===== config.mk =====
export PLATFORM = sky130hd
export DESIGN_NAME = mod60_ctrl
export DESIGN_NICKNAME = d
export VERILOG_FILES = /design/src/rtl/mod60_pkg.sv /design/src/rtl/mod60_ctrl_btn_edge.sv /design/src/rtl/mod60_ctrl.sv
export SDC_FILE = /design/constraint.sdc
export NUM_CORES = 1
export LEC_CHECK = 0
export CORE_UTILIZATION = 53
export DETAILED_ROUTE_END_ITERATION = 7
export PLACE_DENSITY_LB_ADDON = 0.2
export SLEW_MARGIN = 10
export SYNTH_ARGS = -nofsm -noshare
export SYNTH_HDL_FRONTEND = slang
export SYNTH_SLANG_ARGS = --single-unit

===== constraint.sdc =====
create_clock -name clki -period 2.2 [get_ports clki]
set_clock_uncertainty 0.2 [all_clocks]
set_input_delay 0.22 -clock clki [delete_from_list [all_inputs] [get_ports clki]]
set_output_delay 0.22 -clock clki [all_outputs]
set_load 0.05 [all_outputs]

===== src/rtl/mod60_pkg.sv =====
// rtl/mod60_pkg.sv - shared states, digit limits and widths for the MOD-60 controller
package mod60_pkg;

  localparam int DIGIT_W = 4;

  typedef enum logic [1:0] {
    STOP  = 2'd0,
    RUN   = 2'd1,
    SET_T = 2'd2,
    SET_O = 2'd3
  } state_t;

  localparam logic [DIGIT_W-1:0] TENS_MAX = DIGIT_W'(5);
  localparam logic [DIGIT_W-1:0] ONES_MAX = DIGIT_W'(9);

endpackage


===== src/rtl/mod60_ctrl_btn_edge.sv =====
// rtl/mod60_ctrl_btn_edge.sv - rising-edge detector for a synchronized button level
module btn_edge (
  input  logic clki,
  input  logic rs,
  input  logic btn,
  output logic rise
);

  logic prev;

  // Loads the live level even in reset, so a button held through reset release gives no edge.
  always_ff @(posedge clki) begin
    prev <= btn;
  end

  assign rise = rs & btn & ~prev;

endmodule


===== src/rtl/mod60_ctrl.sv =====
// rtl/mod60_ctrl.sv - run/stop/set controller for the MOD-60 BCD counter; blink under MOD60_CTRL_BLINK_EN
module mod60_ctrl
  import mod60_pkg::*;
#(
  parameter int DIV = 50_000_000
) (
  input  logic               clki,
  input  logic               rs,
  input  logic               btn_ss,
  input  logic               btn_mode,
  input  logic               btn_inc,
  input  logic [DIGIT_W-1:0] cnt_ones,
  input  logic [DIGIT_W-1:0] cnt_tens,
  output logic               cnt_en,
  output logic               cnt_clr,
  output logic               cnt_ld,
  output logic [DIGIT_W-1:0] ld_ones,
  output logic [DIGIT_W-1:0] ld_tens,
  output logic               wrap,
  output logic [1:0]         state,
  output logic               blank_ones,
  output logic               blank_tens
);

  localparam int PW = (DIV > 2) ? $clog2(DIV) : 1;

  state_t             st, st_nxt;
  logic [PW-1:0]      pre, pre_nxt;
  logic [DIGIT_W-1:0] sh_o, sh_o_nxt, sh_t, sh_t_nxt;
  logic               en_nxt, clr_nxt, ld_nxt, wrap_nxt, inc_acc, tick;
  logic               ss_e, mode_e, inc_e;

  btn_edge u_ss   (.clki(clki), .rs(rs), .btn(btn_ss),   .rise(ss_e));
  btn_edge u_mode (.clki(clki), .rs(rs), .btn(btn_mode), .rise(mode_e));
  btn_edge u_inc  (.clki(clki), .rs(rs), .btn(btn_inc),  .rise(inc_e));

  assign tick = (pre == PW'(DIV - 1));

  // Edge priority falls out of the if/else order: ss, then mode, then inc.
  always_comb begin
    st_nxt   = st;
    sh_o_nxt = sh_o;
    sh_t_nxt = sh_t;
    en_nxt   = 1'b0;
    clr_nxt  = 1'b0;
    ld_nxt   = 1'b0;
    wrap_nxt = 1'b0;
    inc_acc  = 1'b0;
    case (st)
      STOP: begin
        if (ss_e) st_nxt = RUN;
        else if (mode_e) begin
          st_nxt   = SET_T;
          sh_t_nxt = cnt_tens;
          sh_o_nxt = cnt_ones;
        end else if (inc_e) clr_nxt = 1'b1;
      end
      RUN: begin
        if (ss_e) st_nxt = STOP;
        else if (tick) begin
          en_nxt   = 1'b1;
          wrap_nxt = (cnt_tens == TENS_MAX) && (cnt_ones == ONES_MAX);
        end
      end
      SET_T: begin
        if (ss_e) begin
          ld_nxt = 1'b1;
          st_nxt = STOP;
        end else if (mode_e) st_nxt = SET_O;
        else if (inc_e) begin
          inc_acc  = 1'b1;
          sh_t_nxt = (sh_t >= TENS_MAX) ? '0 : sh_t + DIGIT_W'(1);
        end
      end
      SET_O: begin
        if (ss_e || mode_e) begin
          ld_nxt = 1'b1;
          st_nxt = STOP;
        end else if (inc_e) begin
          inc_acc  = 1'b1;
          sh_o_nxt = (sh_o >= ONES_MAX) ? '0 : sh_o + DIGIT_W'(1);
        end
      end
      default: st_nxt = STOP;
    endcase
  end

`ifdef MOD60_CTRL_BLINK_EN
  logic ph, ph_nxt;
  logic in_set_nxt;

  assign in_set_nxt = (st_nxt == SET_T) || (st_nxt == SET_O);

  // In SET states the prescaler times half-periods of the blink instead of count advances.
  always_comb begin
    pre_nxt = '0;
    ph_nxt  = 1'b0;
    if (st == RUN && st_nxt == RUN) begin
      pre_nxt = tick ? '0 : pre + PW'(1);
    end else if (in_set_nxt && !(st_nxt != st || inc_acc)) begin
      if (pre == PW'(DIV / 2 - 1)) begin
        ph_nxt = ~ph;
      end else begin
        pre_nxt = pre + PW'(1);
        ph_nxt  = ph;
      end
    end
  end

  always_ff @(posedge clki) begin
    if (!rs) begin
      ph         <= 1'b0;
      blank_ones <= 1'b0;
      blank_tens <= 1'b0;
    end else begin
      ph         <= ph_nxt;
      blank_ones <= (st_nxt == SET_O) & ph_nxt;
      blank_tens <= (st_nxt == SET_T) & ph_nxt;
    end
  end
`else
  always_comb begin
    pre_nxt = '0;
    if (st == RUN && st_nxt == RUN) pre_nxt = tick ? '0 : pre + PW'(1);
  end

  assign blank_ones = 1'b0;
  assign blank_tens = 1'b0;
`endif

  always_ff @(posedge clki) begin
    if (!rs) begin
      st      <= STOP;
      pre     <= '0;
      sh_o    <= '0;
      sh_t    <= '0;
      cnt_en  <= 1'b0;
      cnt_clr <= 1'b0;
      cnt_ld  <= 1'b0;
      wrap    <= 1'b0;
    end else begin
      st      <= st_nxt;
      pre     <= pre_nxt;
      sh_o    <= sh_o_nxt;
      sh_t    <= sh_t_nxt;
      cnt_en  <= en_nxt;
      cnt_clr <= clr_nxt;
      cnt_ld  <= ld_nxt;
      wrap    <= wrap_nxt;
    end
  end

  assign state   = st;
  assign ld_ones = sh_o;
  assign ld_tens = sh_t;

endmodule


==> results.rst, run 1 <==
.. list-table::
   :header-rows: 1

   * - Metric
     - Value
   * - Outcome
     - finished, final reports clean
   * - Final total negative setup slack
     - 0 ps
   * - Detail-routed net length per standard cell
     - 13.5 um
   * - Mean instance size in the synthesized netlist
     - 8.99 um2
   * - Placer congestion estimate
     - 0.795
   * - Synthesis Warnings
     - 0
   * - Buffer type at the clock tree root
     - clkbuf_8
   * - Worst Setup End Kind
     - output pin
   * - Worst Tran Pin Value
     - 644 ps
   * - Antenna diodes
     - 0
   * - Clock latency at the later pin of the worst-skew pair
     - 300 ps
   * - Area occupied by registers
     - 862 um2
   * - Min-Delay Path Class
     - input port to flip-flop
   * - Netlist cell types
     - 51
   * - Sink Count
     - 43
   * - Routed vias
     - 1859
   * - Kind of cell with the highest combined delay on the critical path
     - buffers and inverters
   * - Number of max-cap violations
     - 0
   * - First-pass iteration count of the detailed router
     - 4
   * - Combined area of the multi-input logic cells
     - 0.00118 mm2
   * - Starting density of the core
     - 0.568
   * - Largest net degree at the start of global routing
     - 21
   * - Antenna violations before repair
     - 0
   * - Number of flops mapped to enable cells by yosys
     - 0
   * - Final hold violation count
     - 0
   * - Count of fill cells added during filler insertion
     - 317
   * - Number of buffer and inverter stages on the critical path
     - 1
   * - Post-synthesis cell area
     - 0.00214 mm2
   * - Required arrival time at the worst endpoint
     - 1780 ps
   * - Synth async-reset ratio
     - 0
   * - Number of clock buffers inserted by TritonCTS
     - 5
   * - Iteration-0 DRC Markers
     - 91
   * - Slowest Stage Delay on Critical Path
     - 880 ps
   * - Post-synthesis cell count
     - 238
   * - Via-per-instance ratio
     - 5.57
   * - Pre-CTS setup slack
     - 8.77 ps
   * - Crit-path max FO
     - 11
   * - F_max
     - 468 MHz
   * - Buffer levels on the longest clock path
     - 2
   * - Chip width
     - 65.6 um
   * - Core Region
     - 0.00377 mm2
   * - Most frequent standard cell in the layout excluding fill and tap cells
     - dfxtp_1
   * - Final worst path period need
     - 2140 ps
   * - Cell leakage power
     - 0.955 nW
   * - Vert. Die Dim
     - 65.6 um
   * - CTS H-tree depth
     - 2
   * - Detailed placement HPWL
     - 3360 um
   * - Worst setup path startpoint
     - state[1]
   * - Final setup violating endpoints
     - 0
   * - Antenna-violating nets left
     - 0
   * - Final cell count without fillers
     - 334
   * - Global routing usage summed across all routing layers
     - 0.225
   * - Sequential-to-total area share from yosys stat
     - 0.402
   * - Total number of placement rows
     - 22
   * - I/O pin count
     - 29
   * - Cts hold-fix bufs
     - 0
   * - First-pass GRT wire length
     - 7420 um
   * - Max Transition Viols Final
     - 0
   * - Routed Wire Length
     - 4500 um
   * - Die area
     - 0.00430 mm2
   * - Startpoint of the most critical register-to-register path
     - ld_ones[0]
   * - Share of the clock period used by the worst path after layout
     - 0.972
   * - DP Cell Count
     - 326
   * - Grt ovf
     - 0
   * - Worst setup slack after layout
     - 62.7 ps
   * - Leading cell types in the layout, fill and taps excluded
     - dfxtp_1 (42), clkdlybuf4s50_1 (26), buf_4 (24)
   * - Leading register cell type out of synthesis
     - dfxtp_1
   * - Hold Startpoint
     - btn_ss
   * - # DRC
     - 0
   * - Register clock-pin slew on the reported worst setup and hold paths
     - 70 ps
   * - Cell at the slowest stage of the critical path
     - clkdlybuf4s50_1
   * - Clock tree from TritonCTS
     - built
   * - Number of I/O port buffers
     - 26
   * - Growth of design area from synthesis to finish
     - 25.5%
   * - Via count of the first global-routing pass
     - 1638
   * - Final nets
     - 305
   * - Total Power Consumption
     - 1.56 mW
   * - Max IR drop VDD
     - 488 uV
   * - Relative slew slack
     - 0.567
   * - Power per cell area
     - 582 mW/mm2
   * - Share of post-route cells with drive strength above 1
     - 0.150
   * - Unrepaired setup endpoints after global routing
     - false
   * - Number of synthesized register bits
     - 43
   * - Class of the most critical setup path
     - flip-flop to output pin
   * - WHS
     - 199 ps
   * - Arrival time at the worst endpoint
     - 1720 ps
   * - Startpoint type of the worst setup path
     - flip-flop
   * - Cells traversed along the worst timing path
     - clkdlybuf4s50_1
==> cell families after synthesis <==
| logic type | synth area share |
|---|---|
| mux | 0.0187 |
| compound gates | 0.165 |
| fa+ha+maj | 0.0409 |
| buf+inv | 0.0526 |
| flops | 0.402 |
| simple gates | 0.265 |
| xor+xnor | 0.0532 |
| other cells | 0.00175 |
==> through the flow <==
step | cell area [um2] | utilization
after floorplan | 2150 | -
after global placement | 2580 | 0.684
after detailed placement | 2580 | 0.684
after CTS | 2680 | 0.710
after global routing | 2690 | 0.712
final | 2690 | 0.712
==> final timing paths <==
| kind | endpoint | slack, ps | cells after the start |
|---|---|---|---|
| max | state[1] | 60 | 1 |
| min | u_ss.prev | 200 | 1 |
| max reg2reg | ld_ones[0] | 180 | 6 |
| min reg2reg | pre[25] | 280 | 2 |
==> power by group <==
part	switching, mW	internal [mW]	total (mW)
Clock	0.259	0.286	0.545
Combinational	0.117	0.0875	0.204
Sequential	0.0211	0.795	0.816
==> layer usage <==
metal / vias up / part of all wire / global-route usage
li1: 961 / - / -
met1: 857 / 0.51 / 0.304
met2: 33 / 0.45 / 0.347
met3: 8 / 0.028 / 0.0469
met4: 0 / 0.015 / 0.0897
met5: - / 0 / 0
==> sequential cells by signal (all words and copies together) (netlist names) <==
signal / cells
pre: 26
ld_ones: 4
ld_tens: 4
state: 2
cnt_clr: 1
cnt_en: 1
cnt_ld: 1
u_inc.prev: 1
u_mode.prev: 1
u_ss.prev: 1
wrap: 1
==> Yosys cell counts, drive strengths merged (7+ instances only) <==
library cell,n,area [um2]
a21oi,19,98.9
a22oi,7,52.6
buf,10,63.8
dfxtp,43,861
ha,7,87.6
inv,12,45.0
nand2,16,62.6
nand3,9,45.0
nand4,8,65.1
nor2,17,63.8
o31ai,7,52.6
or4,7,56.3
xor2,8,70.1
==> layout make-up <==
| cell class | count | share of cell area |
|---|---|---|
| multi-input cells | 173 | 0.439 |
| flip-flops and latches | 43 | 0.321 |
| repair buffers | 50 | 0.164 |
| clock buffers | 8 | 0.0373 |
| well taps | 48 | 0.0224 |
| inverters | 12 | 0.0168 |
==> repair_timing <==
action,4_1_cts,5_1_grt
gates resized for setup,0,1
setup endpoints to repair,0,7
buffers inserted,0,0
Note: power is estimated with default switching activity, not from simulation.
==> inputs of run 2 (changes only) <==
--- a/config.mk
+++ b/config.mk
@@ -8,7 +8,8 @@
 export CORE_UTILIZATION = 53
 export DETAILED_ROUTE_END_ITERATION = 7
 export PLACE_DENSITY_LB_ADDON = 0.2
-export SLEW_MARGIN = 10
+export REMOVE_ABC_BUFFERS = 1
+export SKIP_LAST_GASP = 1
 export SYNTH_ARGS = -nofsm -noshare
 export SYNTH_HDL_FRONTEND = slang
 export SYNTH_SLANG_ARGS = --single-unit
==> results.rst, run 2 (synthesis results as in run 1) <==
.. list-table::
   :header-rows: 1

   * - Metric
     - Value
   * - Unrepaired setup endpoints after global routing
     - false
   * - Cells traversed along the worst timing path
     - clkdlybuf4s50_1
   * - Required arrival time at the worst endpoint
     - 1780 ps (about the same)
   * - Register with the most flip-flops
     - pre
   * - Detail-routed net length per standard cell
     - 13.5 um (+0.51%)
   * - Buffer levels on the longest clock path
     - 2 (unchanged)
   * - Cell leakage power
     - 0.877 nW (-8.2%)
   * - Max IR drop VDD
     - 303 uV (-38%)
   * - Antenna diodes
     - 0 (unchanged)
   * - Grt ovf
     - 0 (unchanged)
   * - Worst setup slack after layout
     - 93.3 ps (+30.6 ps)
   * - Crit-path max FO
     - 11 (unchanged)
   * - Via count of the first global-routing pass
     - 1617 (-1.3%)
   * - Utilization after layout
     - 0.682 (-0.0302)
   * - Buffer type at the clock tree root
     - clkbuf_8
   * - CTS H-tree depth
     - 2 (unchanged)
   * - Final nets
     - 292 (-4.3%)
   * - Power per cell area
     - 581 mW/mm2 (-0.18%)
   * - Leading cell types in the layout, fill and taps excluded
     - dfxtp_1 (43), clkdlybuf4s50_1 (26), a21oi_1 (18)
   * - Clock tree from TritonCTS
     - built
   * - Switching pwr
     - 0.394 mW (-0.47%)
   * - Min-Delay Path Class
     - input port to flip-flop
   * - Startpoint type of the worst setup path
     - flip-flop
   * - Number of buffer and inverter stages on the critical path
     - 1 (unchanged)
   * - Flip-flop count of the largest register after layout
     - 26 (unchanged)
   * - Final worst path period need
     - 2110 ps (-30.6 ps)
   * - Class of the most critical setup path
     - flip-flop to output pin
   * - Sink Count
     - 43 (unchanged)
   * - Placer congestion estimate
     - 0.816 (+2.7%)
   * - Final hold violation count
     - 0 (unchanged)
   * - Largest net degree at the start of global routing
     - 26 (+24%)
   * - Relative slew slack
     - 0.537 (-0.0299)
   * - Max Transition Viols Final
     - 0 (unchanged)
   * - Number of I/O port buffers
     - 26 (unchanged)
   * - Pint
     - 1.10 mW (-5.7%)
   * - Instance area after placement
     - 0.00248 mm2 (-3.8%)
   * - Clock latency at the later pin of the worst-skew pair
     - 290 ps (about the same)
   * - Fin area
     - 0.00257 mm2 (-4.2%)
   * - Detailed placement HPWL
     - 3240 um (-3.7%)
   * - First-pass iteration count of the detailed router
     - 5 (+1)
   * - Worst Tran Pin Value
     - 689 ps (+44.6 ps)
   * - Share of the clock period used by the worst path after layout
     - 0.958 (-0.0139)
   * - Via-per-instance ratio
     - 5.69 (+2.2%)
   * - Worst Setup End Kind
     - output pin
   * - Sequential group share of total power
     - 0.545 (+0.024)
   * - Antenna-violating nets left
     - 0 (unchanged)
   * - Combinational group share of total power
     - 0.135 (+0.004)
   * - Routed vias
     - 1826 (-1.8%)
   * - Register clock-pin slew on the reported worst setup and hold paths
     - 80 ps (about the same)
   * - Growth of design area from synthesis to finish
     - 20.2%
   * - Most frequent standard cell in the layout excluding fill and tap cells
     - dfxtp_1
   * - First-pass GRT wire length
     - 7370 um (-0.65%)
   * - Net switching fraction of the power
     - 0.264 (+0.0104)
   * - Iteration-0 DRC Markers
     - 115 (+26%)
   * - Slowest Stage Delay on Critical Path
     - 870 ps (about the same)
   * - Total number of placement rows
     - 22 (unchanged)
   * - Starting density of the core
     - 0.568 (unchanged)
   * - Number of max-cap violations
     - 0 (unchanged)
   * - Number of clock buffers inserted by TritonCTS
     - 5 (unchanged)
   * - Die area
     - 0.00430 mm2 (unchanged)
   * - Core Region
     - 0.00377 mm2 (unchanged)
   * - I/O pin count
     - 29 (unchanged)
   * - # DRC
     - 0 (unchanged)
   * - F_max
     - 475 MHz (+1.5%)
   * - Pre-CTS setup slack
     - 28.8 ps (+20.0 ps)
   * - Vert. Die Dim
     - 65.6 um (unchanged)
   * - Routed Wire Length
     - 4340 um (-3.4%)
   * - Clk pwr share
     - 0.320 (-0.028)
   * - Global routing usage summed across all routing layers
     - 0.221 (-0.00448)
   * - Final total negative setup slack
     - 0 ps (unchanged)
   * - Outcome
     - finished, final reports clean
   * - Chip width
     - 65.6 um (unchanged)
   * - Post-CTS setup buffer count
     - 0 (unchanged)
   * - Antenna violations before repair
     - 0 (unchanged)
   * - Cell at the slowest stage of the critical path
     - clkdlybuf4s50_1
   * - Arrival time at the worst endpoint
     - 1690 ps (-30 ps)
   * - Kind of cell with the highest combined delay on the critical path
     - buffers and inverters
   * - Final setup violating endpoints
     - 0 (unchanged)
   * - Share of post-route cells with drive strength above 1
     - 0.106 (-0.0441)
   * - Total Power Consumption
     - 1.50 mW (-4.4%)
run 2: final timing paths:
| check | endpoint | from | slack, ps | cells after the start |
|---|---|---|---|---|
| min | u_ss.prev | btn_ss | 210 | 1 |
| min reg2reg | pre[23] | pre[23] | 280 | 2 |
| max | state[1] | state[1] | 90 | 1 |
| max reg2reg | ld_ones[0] | ld_ones[0] | 190 | 6 |
run 2: area by class of cell:
cell class	instances	area (um2)
Clock buffer	6	72.6
Clock inverter	2	12.5
Fill cell	299	1200
Inverter	12	45.0
Multi-Input combinational cell	173	1180
Sequential cell	43	861
Tap cell	48	60.1
Timing Repair Buffer	37	343
run 2: metrics by stage:
stage                     instances  hold slack (ps)
after global routing            321              206
after floorplan                 228             47.7
after CTS                       321              210
final                           321              215
after detailed placement        313              273
after global placement          313              257
run 2: what timing repair did:
| action | 4_1_cts | 5_1_grt |
|---|---|---|
| resized for setup | 0 | 1 |
| hold buffers | 0 | 0 |
| setup endpoints to repair | 0 | 25 |
run 2: metal layers:
metal / up-vias / share of wire / GRT usage
met5: - / 0 / 0
met4: 0 / 0.0069 / 0.0489
li1: 932 / - / -
met2: 37 / 0.44 / 0.311
met3: 4 / 0.035 / 0.0573
met1: 853 / 0.52 / 0.332
run 2: power groups by stage:
stage / clock (mW) / combinational [mW] / sequential (mW)
after CTS: 0.495 / 0.201 / 0.815
after global routing: 0.527 / 0.219 / 0.819
after detailed placement: 0 / 0.200 / 0.833
after global placement: 0 / 0.197 / 0.833
after floorplan: 0 / 0.0818 / 0.872
final: 0.478 / 0.202 / 0.816
==> inputs of run 3 (changes only) <==
--- a/config.mk
+++ b/config.mk
@@ -5,6 +5,7 @@
 export SDC_FILE = /design/constraint.sdc
 export NUM_CORES = 1
 export LEC_CHECK = 0
+export CAP_MARGIN = 20
 export CORE_UTILIZATION = 53
 export DETAILED_ROUTE_END_ITERATION = 7
 export PLACE_DENSITY_LB_ADDON = 0.2
==> results of run 3 <==
The final DEF is identical to that of run 2; final timing and power are the same.
